## config.mk

```make
export PLATFORM = sky130hd
export DESIGN_NAME = logic_unit_arbiter
export DESIGN_NICKNAME = d
export VERILOG_FILES = /design/src/rtl/logic_unit_arbiter.sv
export SDC_FILE = /design/constraint.sdc
export NUM_CORES = 1
export LEC_CHECK = 0
export BUFFER_PORTS_ARGS = -buffer_cell sky130_fd_sc_hd__buf_2
export CAP_MARGIN = 15
export CORE_MARGIN = 3
export CORE_UTILIZATION = 45
export CTS_BUF_LIST = sky130_fd_sc_hd__clkbuf_4 sky130_fd_sc_hd__clkbuf_8
export DETAILED_ROUTE_END_ITERATION = 10
export GPL_TIMING_DRIVEN = 0
export PLACE_DENSITY = 0.79
export SETUP_SLACK_MARGIN = 0.5
export SLEW_MARGIN = 20
export SYNTH_ARGS = -nofsm -noshare
export SYNTH_HDL_FRONTEND = slang
export SYNTH_SLANG_ARGS = --single-unit
```

## constraint.sdc

```tcl
create_clock -name clk -period 1.7 [get_ports clk]
set_input_delay 0.255 -clock clk [delete_from_list [all_inputs] [get_ports clk]]
set_output_delay 0.255 -clock clk [all_outputs]
set_load 0.01 [all_outputs]
```

## src/rtl/logic_unit_arbiter.sv

```systemverilog
// Round-robin arbiter that time-shares one bitwise logic unit (OR/AND/XOR/NAND)
// among NREQ requesters, with a valid/ready request side and a held, tagged response.
module logic_unit_arbiter #(
  parameter int WIDTH = 8,
  parameter int NREQ  = 4
) (
  input  logic                       clk,
  input  logic                       reset_n,
  input  logic [NREQ-1:0]            req_valid,
  output logic [NREQ-1:0]            req_ready,
  input  logic [2*NREQ-1:0]          req_op,
  input  logic [WIDTH*NREQ-1:0]      req_inA,
  input  logic [WIDTH*NREQ-1:0]      req_inB,
  output logic                       rsp_valid,
  input  logic                       rsp_ready,
  output logic [$clog2(NREQ)-1:0]    rsp_id,
  output logic [WIDTH-1:0]           rsp_out,
  output logic                       busy
);

  localparam int IDW = $clog2(NREQ);

  typedef enum logic [1:0] {
    ST_IDLE = 2'b00,
    ST_EXEC = 2'b01,
    ST_RESP = 2'b10
  } state_e;

  state_e             state_q, state_d;
  logic [IDW-1:0]     rr_ptr_q, rr_ptr_d;
  logic [1:0]         op_q, op_d;
  logic [WIDTH-1:0]   a_q, a_d;
  logic [WIDTH-1:0]   b_q, b_d;
  logic [IDW-1:0]     id_q, id_d;
  logic               rsp_valid_q, rsp_valid_d;
  logic [IDW-1:0]     rsp_id_q, rsp_id_d;
  logic [WIDTH-1:0]   rsp_out_q, rsp_out_d;

  logic               grant_found_s;
  logic [IDW-1:0]     grant_idx_s;
  logic [NREQ-1:0]    ready_s;

  // Bitwise function of the shared logic array: 00 OR, 01 AND, 10 XOR, 11 NAND.
  function automatic logic [WIDTH-1:0] logic_fn(
    input logic [1:0]       op,
    input logic [WIDTH-1:0] a,
    input logic [WIDTH-1:0] b
  );
    logic [WIDTH-1:0] r;
    case (op)
      2'b00:   r = a | b;
      2'b01:   r = a & b;
      2'b10:   r = a ^ b;
      2'b11:   r = ~(a & b);
      default: r = {WIDTH{1'b0}};
    endcase
    return r;
  endfunction

  // Round-robin search: first valid requester starting at rr_ptr, wrapping modulo NREQ.
  always_comb begin
    grant_found_s = 1'b0;
    grant_idx_s   = {IDW{1'b0}};
    for (int k = 0; k < NREQ; k++) begin
      if (!grant_found_s && req_valid[(int'(rr_ptr_q) + k) % NREQ]) begin
        grant_found_s = 1'b1;
        grant_idx_s   = IDW'((int'(rr_ptr_q) + k) % NREQ);
      end else begin
        grant_found_s = grant_found_s;
      end
    end
  end

  // Only the granted requester sees ready, and only while idle and out of reset.
  always_comb begin
    ready_s = {NREQ{1'b0}};
    if (reset_n && (state_q == ST_IDLE) && grant_found_s) begin
      ready_s[grant_idx_s] = 1'b1;
    end else begin
      ready_s = {NREQ{1'b0}};
    end
  end

  // Next-state logic for the IDLE -> EXEC -> RESP sequencer.
  always_comb begin
    state_d     = state_q;
    rr_ptr_d    = rr_ptr_q;
    op_d        = op_q;
    a_d         = a_q;
    b_d         = b_q;
    id_d        = id_q;
    rsp_valid_d = rsp_valid_q;
    rsp_id_d    = rsp_id_q;
    rsp_out_d   = rsp_out_q;
    case (state_q)
      ST_IDLE: begin
        if (grant_found_s) begin
          op_d     = req_op[2*int'(grant_idx_s) +: 2];
          a_d      = req_inA[WIDTH*int'(grant_idx_s) +: WIDTH];
          b_d      = req_inB[WIDTH*int'(grant_idx_s) +: WIDTH];
          id_d     = grant_idx_s;
          rr_ptr_d = IDW'((int'(grant_idx_s) + 1) % NREQ);
          state_d  = ST_EXEC;
        end else begin
          state_d  = ST_IDLE;
        end
      end
      ST_EXEC: begin
        rsp_out_d   = logic_fn(op_q, a_q, b_q);
        rsp_id_d    = id_q;
        rsp_valid_d = 1'b1;
        state_d     = ST_RESP;
      end
      ST_RESP: begin
        // Returning to IDLE here means no accept can coincide with the response handshake.
        if (rsp_ready) begin
          rsp_valid_d = 1'b0;
          state_d     = ST_IDLE;
        end else begin
          state_d     = ST_RESP;
        end
      end
      default: begin
        rsp_valid_d = 1'b0;
        state_d     = ST_IDLE;
      end
    endcase
  end

  // State, captured operation and response registers.
  always_ff @(posedge clk or negedge reset_n) begin
    if (!reset_n) begin
      state_q     <= ST_IDLE;
      rr_ptr_q    <= {IDW{1'b0}};
      op_q        <= 2'b00;
      a_q         <= {WIDTH{1'b0}};
      b_q         <= {WIDTH{1'b0}};
      id_q        <= {IDW{1'b0}};
      rsp_valid_q <= 1'b0;
      rsp_id_q    <= {IDW{1'b0}};
      rsp_out_q   <= {WIDTH{1'b0}};
    end else begin
      state_q     <= state_d;
      rr_ptr_q    <= rr_ptr_d;
      op_q        <= op_d;
      a_q         <= a_d;
      b_q         <= b_d;
      id_q        <= id_d;
      rsp_valid_q <= rsp_valid_d;
      rsp_id_q    <= rsp_id_d;
      rsp_out_q   <= rsp_out_d;
    end
  end

  assign req_ready = ready_s;
  assign rsp_valid = rsp_valid_q;
  assign rsp_id    = rsp_id_q;
  assign rsp_out   = rsp_out_q;
  assign busy      = (state_q != ST_IDLE);

endmodule

```

==> metrics.md, run 1 <==
| Metric | Value |
|---|---|
| Status | `finished with violations` |
| Failing checks | `setup timing` |
| CTS root buffer | `clkbuf_8` |
| Synth Net Count | `357` |
| Slew headroom | `42.7%` |
| H-tree depth | `2` |
| Rows | `25` |
| Post-Layout Inst Area | `around 3500 um2` |
| Met1 Track Usage GR | `between 20 and 30%` |
| R2R cell count | `9` |
| R2R Path Start | `rr_ptr_q[0]$_DFFE_PN0P_` |
| RSZ-0062 raised after global routing | `yes` |
| Sequential share of the synthesized area | `roughly two fifths` |
| Final setup margin | `-0.285 ns` |
| Vias in the first global route | `2,507` |
| Layout fillers | `~330` |
| Placed cells | `roughly 420` |
| Synth Register Bits | `35` |
| Synth top area share | `just under 40%` |
| Max IR drop VDD | `0.927 mV` |
| Clock Latency Late Sink | `around 0.30 ns` |
| # clock sinks | `35` |
| Primary FF master, synth | `dfrtp_1` |
| Initial antenna violation count | `0` |
| Commonest cells post-synth | `nand2_1 (42), dfrtp_1 (35), o21ai_0 (25)` |
| Crit path launch type | `flip-flop` |
| Detail Route Antenna Nets | `0` |
| Crit Reg-Reg Endpoint | `id_q[1]$_DFFE_PN0P_` |
| Worst Max-Slew Pin Slew | `0.860 ns` |
| Post-Synth XOR/XNOR Area | `3.10%` |
| Vias per cell | `approximately 5.6` |
| Area leader, netlist | `dfrtp_1` |
| CTS clk-pin slew, worst paths | `approximately 0.070 ns` |
| Largest net degree at the start of global routing | `40` |
| IO Pins | `95` |
| Drt drc | `0` |
| Overall routing resource usage | `24.8%` |
| Leak | `between 1.5 and 2 nW` |
| Fin cells | `between 400 and 500` |
| Compound-Gate Fraction of Synth Area | `23.9%` |
| Met3 GRT Util | `under 10%` |
| Min Tclk post-route | `about 2.0 ns` |
| CTS Hold Bufs | `0` |
| Area grow syn2layout | `56.8%` |
| Critical Path End Type | `flip-flop` |
| Final period util | `117%` |
| Total gr overflow | `0` |
| Max Cap Viol | `0` |
| Crit-path max FO | `5` |
| Number of port buffers | `93` |
| Pwr/cell area | `1920 nW/um2` |
| Post-synth EDFFs | `0` |
| DR vias | `about 2.6k` |
| Die Area | `a little under 6000 um2` |
| Post-synthesis mux area share | `2.88%` |
| Die Ht | `76.9 um` |
| Ys Warns | `0` |
| CTS Buf Count | `5` |
| Distinct cells, synth | `34` |
| Ant. Diodes | `0` |
| Setup violations, final | `26` |
| Fmax | `0.504 GHz` |
| Dpl cell area | `~2900 um2` |
| Hold Crit Class | `primary input to async pin` |
| Core ar. | `~4800 um2` |
| Synth Area in Simple Gates | `around 14%` |
| First drt pass iteration count | `7` |
| Initial DRC count | `around 280` |
| Die W | `~77 um` |
| Post-Syn Area per Cell | `between 8 and 9 um2` |
| Post-DR wirelength/cell | `16.8 um` |
| First-pass GRT wire length | `11,700 um` |
| Area contributors post-synth | `dfrtp_1 (39%), ha_1 (8.9%), a222oi_1 (8.0%)` |
| Worst EP required | `around 1.9 ns` |
| Max clock buf depth | `2` |
| Largest family of logic cells by synthesized area | `compound AO/OA/AOI/OAI gates` |
| Area share of fa/ha/maj cells after synthesis | `under 10%` |
| Gpl congestion | `around 0.85` |
| Final count of hold timing violations | `0` |
| Ys async rst share | `between 90% and 100%` |
| DRT Wirelength | `7710 um` |
| Dpl hpwl | `4820 um` |
| Busiest grt layer | `met2` |
| Clock Skew | `0.00661 ns` |
| Initial Utilization | `about 47%` |
| Most frequent cell after synthesis | `nand2_1` |
| CTS tree | `yes` |
| R2R setup slack | `-0.29 ns` |
| Layout cell share with drive strength beyond 1 | `between 50% and 60%` |
| Fin. max-slew vios | `0` |
| Worst Setup Path Type | `flip-flop to flip-flop` |
| Nets | `487` |
| Post-Syn Area | `roughly 2300 um2` |
| GR Util met2 | `between 40% and 50%` |
| Data arrival, critical path | `roughly 2.2 ns` |
| Cells after Synth | `between 200 and 300` |
[layout by cell type, fill, tap and decap left out, types with 2 or more instances in the layout]
cell type / count
a222oi_1: 18
xnor2_1: 3
nand2_2: 3
o21ai_0: 2
clkbuf_8: 10
mux2_2: 3
xnor2_2: 4
and3_4: 4
o21ai_1: 19
ha_1: 9
buf_4: 18
dfrtp_1: 34
nor3_2: 2
a31oi_1: 18
ha_2: 3
buf_2: 91
nor2_1: 23
clkbuf_4: 2
nand2b_1: 2
mux2i_1: 2
inv_1: 11
buf_8: 5
inv_2: 9
a21oi_2: 2
a21oi_1: 3
o21ai_2: 4
buf_6: 21
ha_4: 4
nand2_1: 39
[state kept, by name, indices dropped and copies added, names as in the netlist]
name / flops
a_q: 8
b_q: 8
rsp_out: 8
id_q: 2
op_q: 2
rr_ptr_q: 2
rsp_id: 2
state_q: 2
rsp_valid: 1
[routing by layer]
layer | wire length [um] | vias up
met1 | 2900 | 1225
met5 | 0 | -
li1 | - | 1202
met4 | 210 | 0
met3 | 467 | 20
met2 | 4130 | 114
[cells by family (layout without fill, tap and decap cells)]
logic type                 after synthesis  in the layout
adders and majority gates               16             16
AOI/OAI and AO/OA                       77             77
DFF                                     35             35
buffers and inverters                   42            173
xor gates and xnor gates                 8              8
and+or+nand+nor                         78             78
muxes                                    6              6
[what timing repair did]
action | CTS | global route
gates resized for setup | 48 | 51
setup buffers | 23 | 6
pin swaps | 11 | 21
endpoints found under the setup margin | 39 | 38
cloned | 1 | 0
[worst max-delay path, cell delays in order, from the launching register on]
cell,delay [ns]
dfrtp_2,0.41
nand2b_1,0.10
buf_4,0.15
buf_6,0.11
buf_6,0.10
buf_6,0.10
buf_6,0.11
and2_4,0.14
o32a_4,0.38
mux2_4,0.27
[how the worst max path moves through the flow]
| stage | end | cells past startpoint | start | slack [ns] |
|---|---|---|---|---|
| 6_report | id_q[1]$_DFFE_PN0P_ | 9 | rr_ptr_q[0]$_DFFE_PN0P_ | -0.29 |
| 3_3_place_gp | req_ready[0] | 7 | req_valid[1] | -0.16 |
| 2_1_floorplan | a_q[2]$_DFFE_PN0P_ | 7 | rr_ptr_q[1]$_DFFE_PN0P_ | 0.06 |
| 4_1_cts | req_ready[0] | 8 | rr_ptr_q[1]$_DFFE_PN0P_ | -0.26 |
| 5_1_grt | req_ready[0] | 8 | rr_ptr_q[1]$_DFFE_PN0P_ | -0.32 |
| 3_5_place_dp | req_ready[0] | 7 | req_valid[1] | -0.20 |
[where the power goes]
group | internal [W] | total [W] | switching [W]
registers | 0.00128 | 0.00161 | 0.000333
clock network | 0.000320 | 0.000631 | 0.000311
logic | 0.00233 | 0.00457 | 0.00223
[per-stage QoR]
stage               setup TNS (ns)  worst slack (ns)  power, W  util (%)  hold slack [ns]
floorplan                        0            0.0643   0.00381         -          -0.0406
global placement            -0.775            -0.162   0.00455      60.7            0.391
detailed placement           -1.19            -0.202   0.00470      60.7            0.401
CTS                          -3.38            -0.263   0.00609      70.3            0.102
global route                 -6.11            -0.324   0.00731      74.1            0.142
finish                       -4.25            -0.285   0.00681      74.1           0.0658
[cell type report]
class	instances	area (um2)	share of cell area (%)
inverters	21	83.8	2.36
clock buffers	7	83.8	2.36
multi-input cells	185	1390	39.1
clock inverters	1	5.00	0.141
plain buffers	21	249	7.02
repair buffers	123	776	21.9
well taps	67	83.8	2.36
flip-flops and latches	35	877	24.7
Power figures use the tool's default switching activity.
==> run 2, diff against run 1 <==
--- a/config.mk
+++ b/config.mk
@@ -6,12 +6,12 @@
 export NUM_CORES = 1
 export LEC_CHECK = 0
-export BUFFER_PORTS_ARGS = -buffer_cell sky130_fd_sc_hd__buf_2
 export CAP_MARGIN = 15
 export CORE_MARGIN = 3
-export CORE_UTILIZATION = 45
+export CORE_UTILIZATION = 50
 export CTS_BUF_LIST = sky130_fd_sc_hd__clkbuf_4 sky130_fd_sc_hd__clkbuf_8
 export DETAILED_ROUTE_END_ITERATION = 10
+export DONT_BUFFER_PORTS = 1
 export GPL_TIMING_DRIVEN = 0
-export PLACE_DENSITY = 0.79
+export PLACE_DENSITY = 0.68
 export SETUP_SLACK_MARGIN = 0.5
 export SLEW_MARGIN = 20
==> constraint.sdc (replaced) <==
create_clock -name clk -period 1.7 [get_ports clk]
set_input_delay 0.34 -clock clk [delete_from_list [all_inputs] [get_ports clk]]
set_output_delay 0.34 -clock clk [all_outputs]
set_load 0.01 [all_outputs]
==> run 2 against run 1 <==
The flow still finishes with violations (setup timing). First-iteration DRC count down 50%. Clock-buffer cell count unchanged. Fmax down 0.96%. Final area down 14%. Sequential share of layout area up 4.1 points. Global-route usage down 0.90 points. Non-clock buffer count down 87. Power down 8.7%. Routed wire length down 17%. Clock skew down 0.0030 ns. Critical path depth down 2. Cell count down 23%. Critical path type is now flip-flop to output port.
==> metrics.md, run 2 (same netlist as run 1, synthesis figures left out) <==
| Metric | Value |
|---|---|
| Status | `finished with violations` |
| Failing checks | `setup timing` |
| Gpl congestion | `0.814` |
| Initial antenna violation count | `0` |
| Crit-path max FO | `7` |
| R2R setup slack | `-0.26 ns` |
| Most frequent cells in the layout | `nand2_1 (40), dfrtp_1 (34), nor2_1 (23)` |
| Clock Latency Late Sink | `between 0.2 and 0.3 ns` |
| Die Ht | `~73 um` |
| Overall routing resource usage | `23.9%` |
| Cells on Worst Hold Path | `2` |
| Max IR drop VDD | `roughly 1.2 mV` |
| Core ar. | `~4200 um2` |
| Critical Path End Type | `output port` |
| Detail Route Antenna Nets | `0` |
| Hold_sp | `req_inB[16]` |
| CTS Buf Count | `5` |
| Largest net degree at the start of global routing | `36` |
| Internal power | `~0.0037 W` |
| Worst EP required | `1.36 ns` |
| Fmax | `0.499 GHz` |
| Final hold slack | `0.187 ns` |
| CTS tree | `yes` |
| Slew headroom | `a little under three quarters` |
| Net Switching | `between 0.002 and 0.003 W` |
| # clock sinks | `35` |
| Number of port buffers | `0` |
| Crit Reg-Reg Endpoint | `a_q[6]$_DFFE_PN0P_` |
| Die W | `73.2 um` |
| Dpl hpwl | `4210 um` |
| R2R cell count | `9` |
| RSZ-0062 raised after global routing | `yes` |
| Endpoint, Worst Hold | `b_q[0]$_DFFE_PN0P_` |
| Crit path launch type | `flip-flop` |
| Max Cap Viol | `0` |
| Data arrival, critical path | `around 1.7 ns` |
| Pwr/cell area | `2040 nW/um2` |
| FF+latch area | `between 800 and 900 um2` |
| Worst Max-Slew Pin Slew | `~0.43 ns` |
| Leak | `about 1.4 nW` |
| Combinational power share | `a little over three fifths` |
| Min Tclk post-route | `~2 ns` |
| Layout fillers | `around 320` |
| R2R Path Start | `rr_ptr_q[1]$_DFFE_PN0P_` |
| Overall Power | `~0.0062 W` |
| IO Pins | `95` |
| Area grow syn2layout | `34.6%` |
| Initial DRC count | `~140` |
| Layout cell share with drive strength beyond 1 | `31.4%` |
| Total gr overflow | `0` |
| Vias per cell | `5.88` |
| Initial Utilization | `between 50% and 60%` |
| Nets | `400` |
| DRT Wirelength | `around 6400 um` |
| First-pass GRT wire length | `roughly 9600 um` |
| Clock power frac | `around a tenth` |
| Area of the multi-input gates | `1330 um2` |
| Fin. max-slew vios | `0` |
| Drt drc | `0` |
| CTS clk-pin slew, worst paths | `roughly 0.070 ns` |
| Post-DR wirelength/cell | `18.0 um` |
| H-tree depth | `2` |
| Placed cells | `around 310` |
| Switching Share | `between 40 and 50%` |
| Clock Skew | `between 0.003 and 0.004 ns` |
| Ant. Diodes | `0` |
| Hold Crit Class | `primary input to flip-flop` |
| Leading cell type in the layout, fill and taps excluded | `nand2_1` |
| CTS root buffer | `clkbuf_8` |
| Die Area | `between 5000 and 6000 um2` |
| Setup violations, final | `22` |
| Flop pwr share | `between 20% and 30%` |
| Final count of hold timing violations | `0` |
| Rows | `23` |
| First drt pass iteration count | `5` |
| Fin cells | `between 300 and 400` |
| Final period util | `118%` |
| DR vias | `2,095` |
| Final setup margin | `-0.305 ns` |
| Worst Setup Path Type | `flip-flop to output port` |
| Vias in the first global route | `1,978` |
| Max clock buf depth | `2` |
==> run 2: changes by cell type in the layout (fill, tap and decap cells not counted), moves of 3 or more <==
cell / change
ha_1: +6
inv_2: -6
o21ai_1: +3
inv_1: +5
buf_2: -90
ha_4: -3
ha_2: -3
xnor2_1: +3
xnor2_2: -3
buf_4: +3
==> run 2: metrics by stage <==
step | setup slack [ns] | setup TNS, ns | instance area [um2] | util [%]
global route | -0.383 | -5.76 | 3040 | 72.9
floorplan | 0.0984 | 0 | 2360 | -
CTS | -0.260 | -2.58 | 2850 | 68.3
finish | -0.305 | -3.80 | 3040 | 72.9
global placement | -0.126 | -0.650 | 2430 | 58.1
detailed placement | -0.123 | -0.654 | 2430 | 58.1
==> run 2: worst max path at each step <==
stage,from,to,slack [ns],depth (start not counted)
final,rr_ptr_q[1]$_DFFE_PN0P_,req_ready[0],-0.30,7
after global routing,rr_ptr_q[0]$_DFFE_PN0P_,req_ready[2],-0.38,4
after CTS,rr_ptr_q[0]$_DFFE_PN0P_,req_ready[2],-0.26,4
after detailed placement,rr_ptr_q[0]$_DFFE_PN0P_,a_q[6]$_DFFE_PN0P_,-0.12,7
after global placement,rr_ptr_q[0]$_DFFE_PN0P_,a_q[6]$_DFFE_PN0P_,-0.13,7
after floorplan,rr_ptr_q[1]$_DFFE_PN0P_,a_q[2]$_DFFE_PN0P_,0.1,7
==> run 2: power by group through the flow <==
stage / logic, W / registers [W] / clock network [W]
after global routing: 0.00435 / 0.00175 / 0.000669
final: 0.00391 / 0.00168 / 0.000631
after detailed placement: 0.00267 / 0.00169 / 0
after floorplan: 0.00222 / 0.00159 / 0
after CTS: 0.00333 / 0.00168 / 0.000631
after global placement: 0.00263 / 0.00167 / 0
==> run 2: timing repair <==
| item | 4_1_cts | 5_1_grt |
|---|---|---|
| hold endpoints to repair | 35 | 0 |
| pin swaps | 15 | 23 |
| setup endpoints to repair | 39 | 37 |
| gates cloned | 4 | 1 |
| buffers inserted | 20 | 9 |
| gates resized for setup | 38 | 46 |
| hold buffers | 2 | 0 |
==> run 2: layout make-up <==
type	instances	area share [%]
buffer	21	8.18
timing repair buffer	36	11.6
clock buffer	7	2.75
tap	50	2.06
inverter	21	2.84
multi-input combinational	185	43.6
sequential	35	28.8
clock inverter	1	0.164
==> run 2: worst max-delay path, cell delays in order, from the launching register on <==
cell and delay, ns:
dfrtp_1 0.38, buf_6 0.14, inv_6 0.06, nor3_2 0.04, a311o_1 0.31, buf_6 0.15, buf_8 0.12, and3_4 0.15
==> run 2: routing by layer <==
metal	vias up	global-route usage (%)	wire length, um
met5	-	0	0
met4	0	8.20	108
met3	12	7.02	494
met2	100	38.3	3220
met1	960	30.5	2600
li1	1023	-	-
==> run 3, diff against run 2 <==
CTS_BUF_LIST = unset   (was sky130_fd_sc_hd__clkbuf_4 sky130_fd_sc_hd__clkbuf_8)
GPL_TIMING_DRIVEN = unset   (was 0)
==> run 3 against run 2 <==
The flow still finishes with violations (setup timing). Core utilization is 3.3 points lower. Sequential share of layout area is 1.4 points higher. Sequential power is 5% higher. Power down 5.2%. Clock power down 7.0%. Non-clock buffer count fell by 11. Final area fell by 4.5%. Combinational power shrank 9.5%. Fmax rose by 5.6%. Largest cell class unchanged. Die area unchanged. First-iteration DRC count is 22% higher. Sequential cell count stayed put.
==> metrics.md, run 3 (same netlist as run 1, synthesis figures left out) <==
| Metric | Value |
|---|---|
| FF+latch area | `878 um2` |
| Fin. max-slew vios | `0` |
| Max Cap Viol | `0` |
| Final setup margin | `-0.198 ns` |
| Die Area | `between 5000 and 6000 um2` |
| Die W | `around 73 um` |
| # clock sinks | `35` |
| Die Ht | `between 70 and 80 um` |
| Total gr overflow | `0` |
| IO Pins | `between 90 and 100` |
| Placed cells | `307` |
| Initial antenna violation count | `0` |
| Fin cells | `between 300 and 400` |
| Detail Route Antenna Nets | `0` |
| Pwr/cell area | `around 2000 nW/um2` |
| First drt pass iteration count | `6` |
| Max clock buf depth | `2` |
| Status | `finished with violations` |
| Initial Utilization | `a little over half` |
| Setup WS pre-CTS | `-0.0236 ns` |
| Area of the multi-input gates | `~1300 um2` |
| Final period util | `112%` |
| First-pass GRT wire length | `between 9000 and 10,000 um` |
| CTS Buf Count | `5` |
| Data arrival, critical path | `between 1.5 and 2 ns` |
| R2R Path Start | `rr_ptr_q[0]$_DFFE_PN0P_` |
| Worst Setup EP | `req_ready[1]` |
| Hold Crit Class | `primary input to flip-flop` |
| Final count of hold timing violations | `0` |
| RSZ-0062 raised after global routing | `yes` |
| Setup violations, final | `24` |
| Max IR drop VDD | `1.06 mV` |
| Initial DRC count | `169` |
| Vias per cell | `~6.0` |
| Leading cell type in the layout, fill and taps excluded | `nand2_1` |
| H-tree depth | `2` |
| Crit Reg-Reg Endpoint | `a_q[6]$_DFFE_PN0P_` |
| Overall Power | `0.00589 W` |
| Dpl hpwl | `between 4000 and 5000 um` |
| Crit path launch type | `flip-flop` |
| Overall routing resource usage | `22.6%` |
| Worst Max-Slew Pin Slew | `between 0.5 and 0.6 ns` |
| Critical Path End Type | `output port` |
| Layout fillers | `~300` |
| Rows | `23` |
| Clock Latency Late Sink | `between 0.2 and 0.3 ns` |
| DRT Wirelength | `between 6000 and 7000 um` |
| Clock Skew | `0.00319 ns` |
| Vias in the first global route | `roughly 1.9k` |
| DR vias | `approximately 2.1k` |
| CTS tree | `yes` |
| R2R cell count | `7` |
| Fmax | `between 0.5 and 0.6 GHz` |
| Drt drc | `0` |
| Core ar. | `between 4000 and 5000 um2` |
| Failing checks | `setup timing` |
| Ant. Diodes | `0` |
| Largest net degree at the start of global routing | `36` |
| Gpl congestion | `between 0.7 and 0.8` |
| Slew headroom | `~66%` |
| Worst Setup Path Type | `flip-flop to output port` |
| Crit-path max FO | `6` |
| Area grow syn2layout | `28.5%` |
| Critical Path Source | `rr_ptr_q[0]$_DFFE_PN0P_` |
| Post-DR wirelength/cell | `between 15 and 20 um` |
| Leak | `around 1.3 nW` |
| Layout cell share with drive strength beyond 1 | `~28%` |
| Most frequent cells in the layout | `nand2_1 (42), dfrtp_1 (33), buf_4 (28)` |
| CTS root buffer | `clkbuf_8` |
| Min Tclk post-route | `~1.9 ns` |
| Nets | `about 390` |
| R2R setup slack | `-0.12 ns` |
| CTS clk-pin slew, worst paths | `approximately 0.070 ns` |
| Worst EP required | `between 1 and 1.5 ns` |
| Number of port buffers | `0` |
run 3: cell types whose count changed in the layout (fill, tap and decap cells not counted), moves of 2 or more:
cell / delta
nand2_1: +2
buf_4: +7
buf_8: -2
clkbuf_8: -4
nand2_2: -2
a21oi_1: -3
clkbuf_2: -2
buf_6: -9
buf_12: +2
clkbuf_4: -2
a21oi_2: +3
inv_2: -2
inv_1: +2
run 3: what timing repair did:
item	in CTS	in global routing
gates resized for setup	18	44
buffers inserted	13	14
endpoints found under the setup margin	32	35
gates cloned	0	1
hold buffers	2	0
hold endpoints to repair	35	0
pin swaps	16	21
run 3: how the worst min path moves through the flow:
stage | start | endpoint | slack [ns] | depth (start not counted)
final | req_inB[16] | b_q[0]$_DFFE_PN0P_ | 0.19 | 2
after floorplan | reset_n | a_q[0]$_DFFE_PN0P_ | 0.04 | 0
after CTS | req_inB[18] | b_q[2]$_DFFE_PN0P_ | 0.19 | 2
after global routing | req_op[4] | op_q[0]$_DFFE_PN0P_ | 0.20 | 2
after detailed placement | reset_n | rsp_valid$_DFFE_PN0P_ | 0.05 | 0
after global placement | reset_n | rsp_valid$_DFFE_PN0P_ | 0.05 | 0
run 3: cell type report:
| class | instances | area share, % |
|---|---|---|
| clock buffers | 7 | 2.63 |
| clock inverters | 1 | 0.172 |
| flip-flops and latches | 35 | 30.2 |
| well taps | 50 | 2.15 |
| repair buffers | 46 | 15.9 |
| inverters | 21 | 2.89 |
| multi-input cells | 185 | 46.0 |
run 3: metal layers:
metal | part of all wire (%) | vias up | global-route usage, %
met2 | 48 | 113 | 35.8
met1 | 41 | 953 | 29.7
met4 | 1.6 | 0 | 6.15
met3 | 9.0 | 12 | 7.30
li1 | - | 1000 | -
met5 | 0 | - | 0
run 3: worst max-delay path: stages, from the launching register on:
cell     delay, ns
dfrtp_2       0.47
inv_4         0.08
o21ai_2       0.17
o211a_1       0.22
buf_12        0.12
and3_4        0.19
run 3: stage by stage:
step           utilization (%)  cell area [um2]  TNS (ns)  hold WS (ns)
3_5_place_dp              57.5             2400   -0.0410        0.0453
2_1_floorplan                -             2360         0        0.0444
6_report                  69.6             2910     -2.30         0.193
4_1_cts                   63.2             2640    -0.987         0.188
3_3_place_gp              57.5             2400         0        0.0454
5_1_grt                   69.6             2910     -4.33         0.196
run 3: report_power, final:
group / switching [W] / internal, W / total, W
registers: 0.000485 / 0.00128 / 0.00177
logic: 0.00169 / 0.00185 / 0.00354
clock network: 0.000300 / 0.000288 / 0.000587
total: 0.00247 / 0.00342 / 0.00589
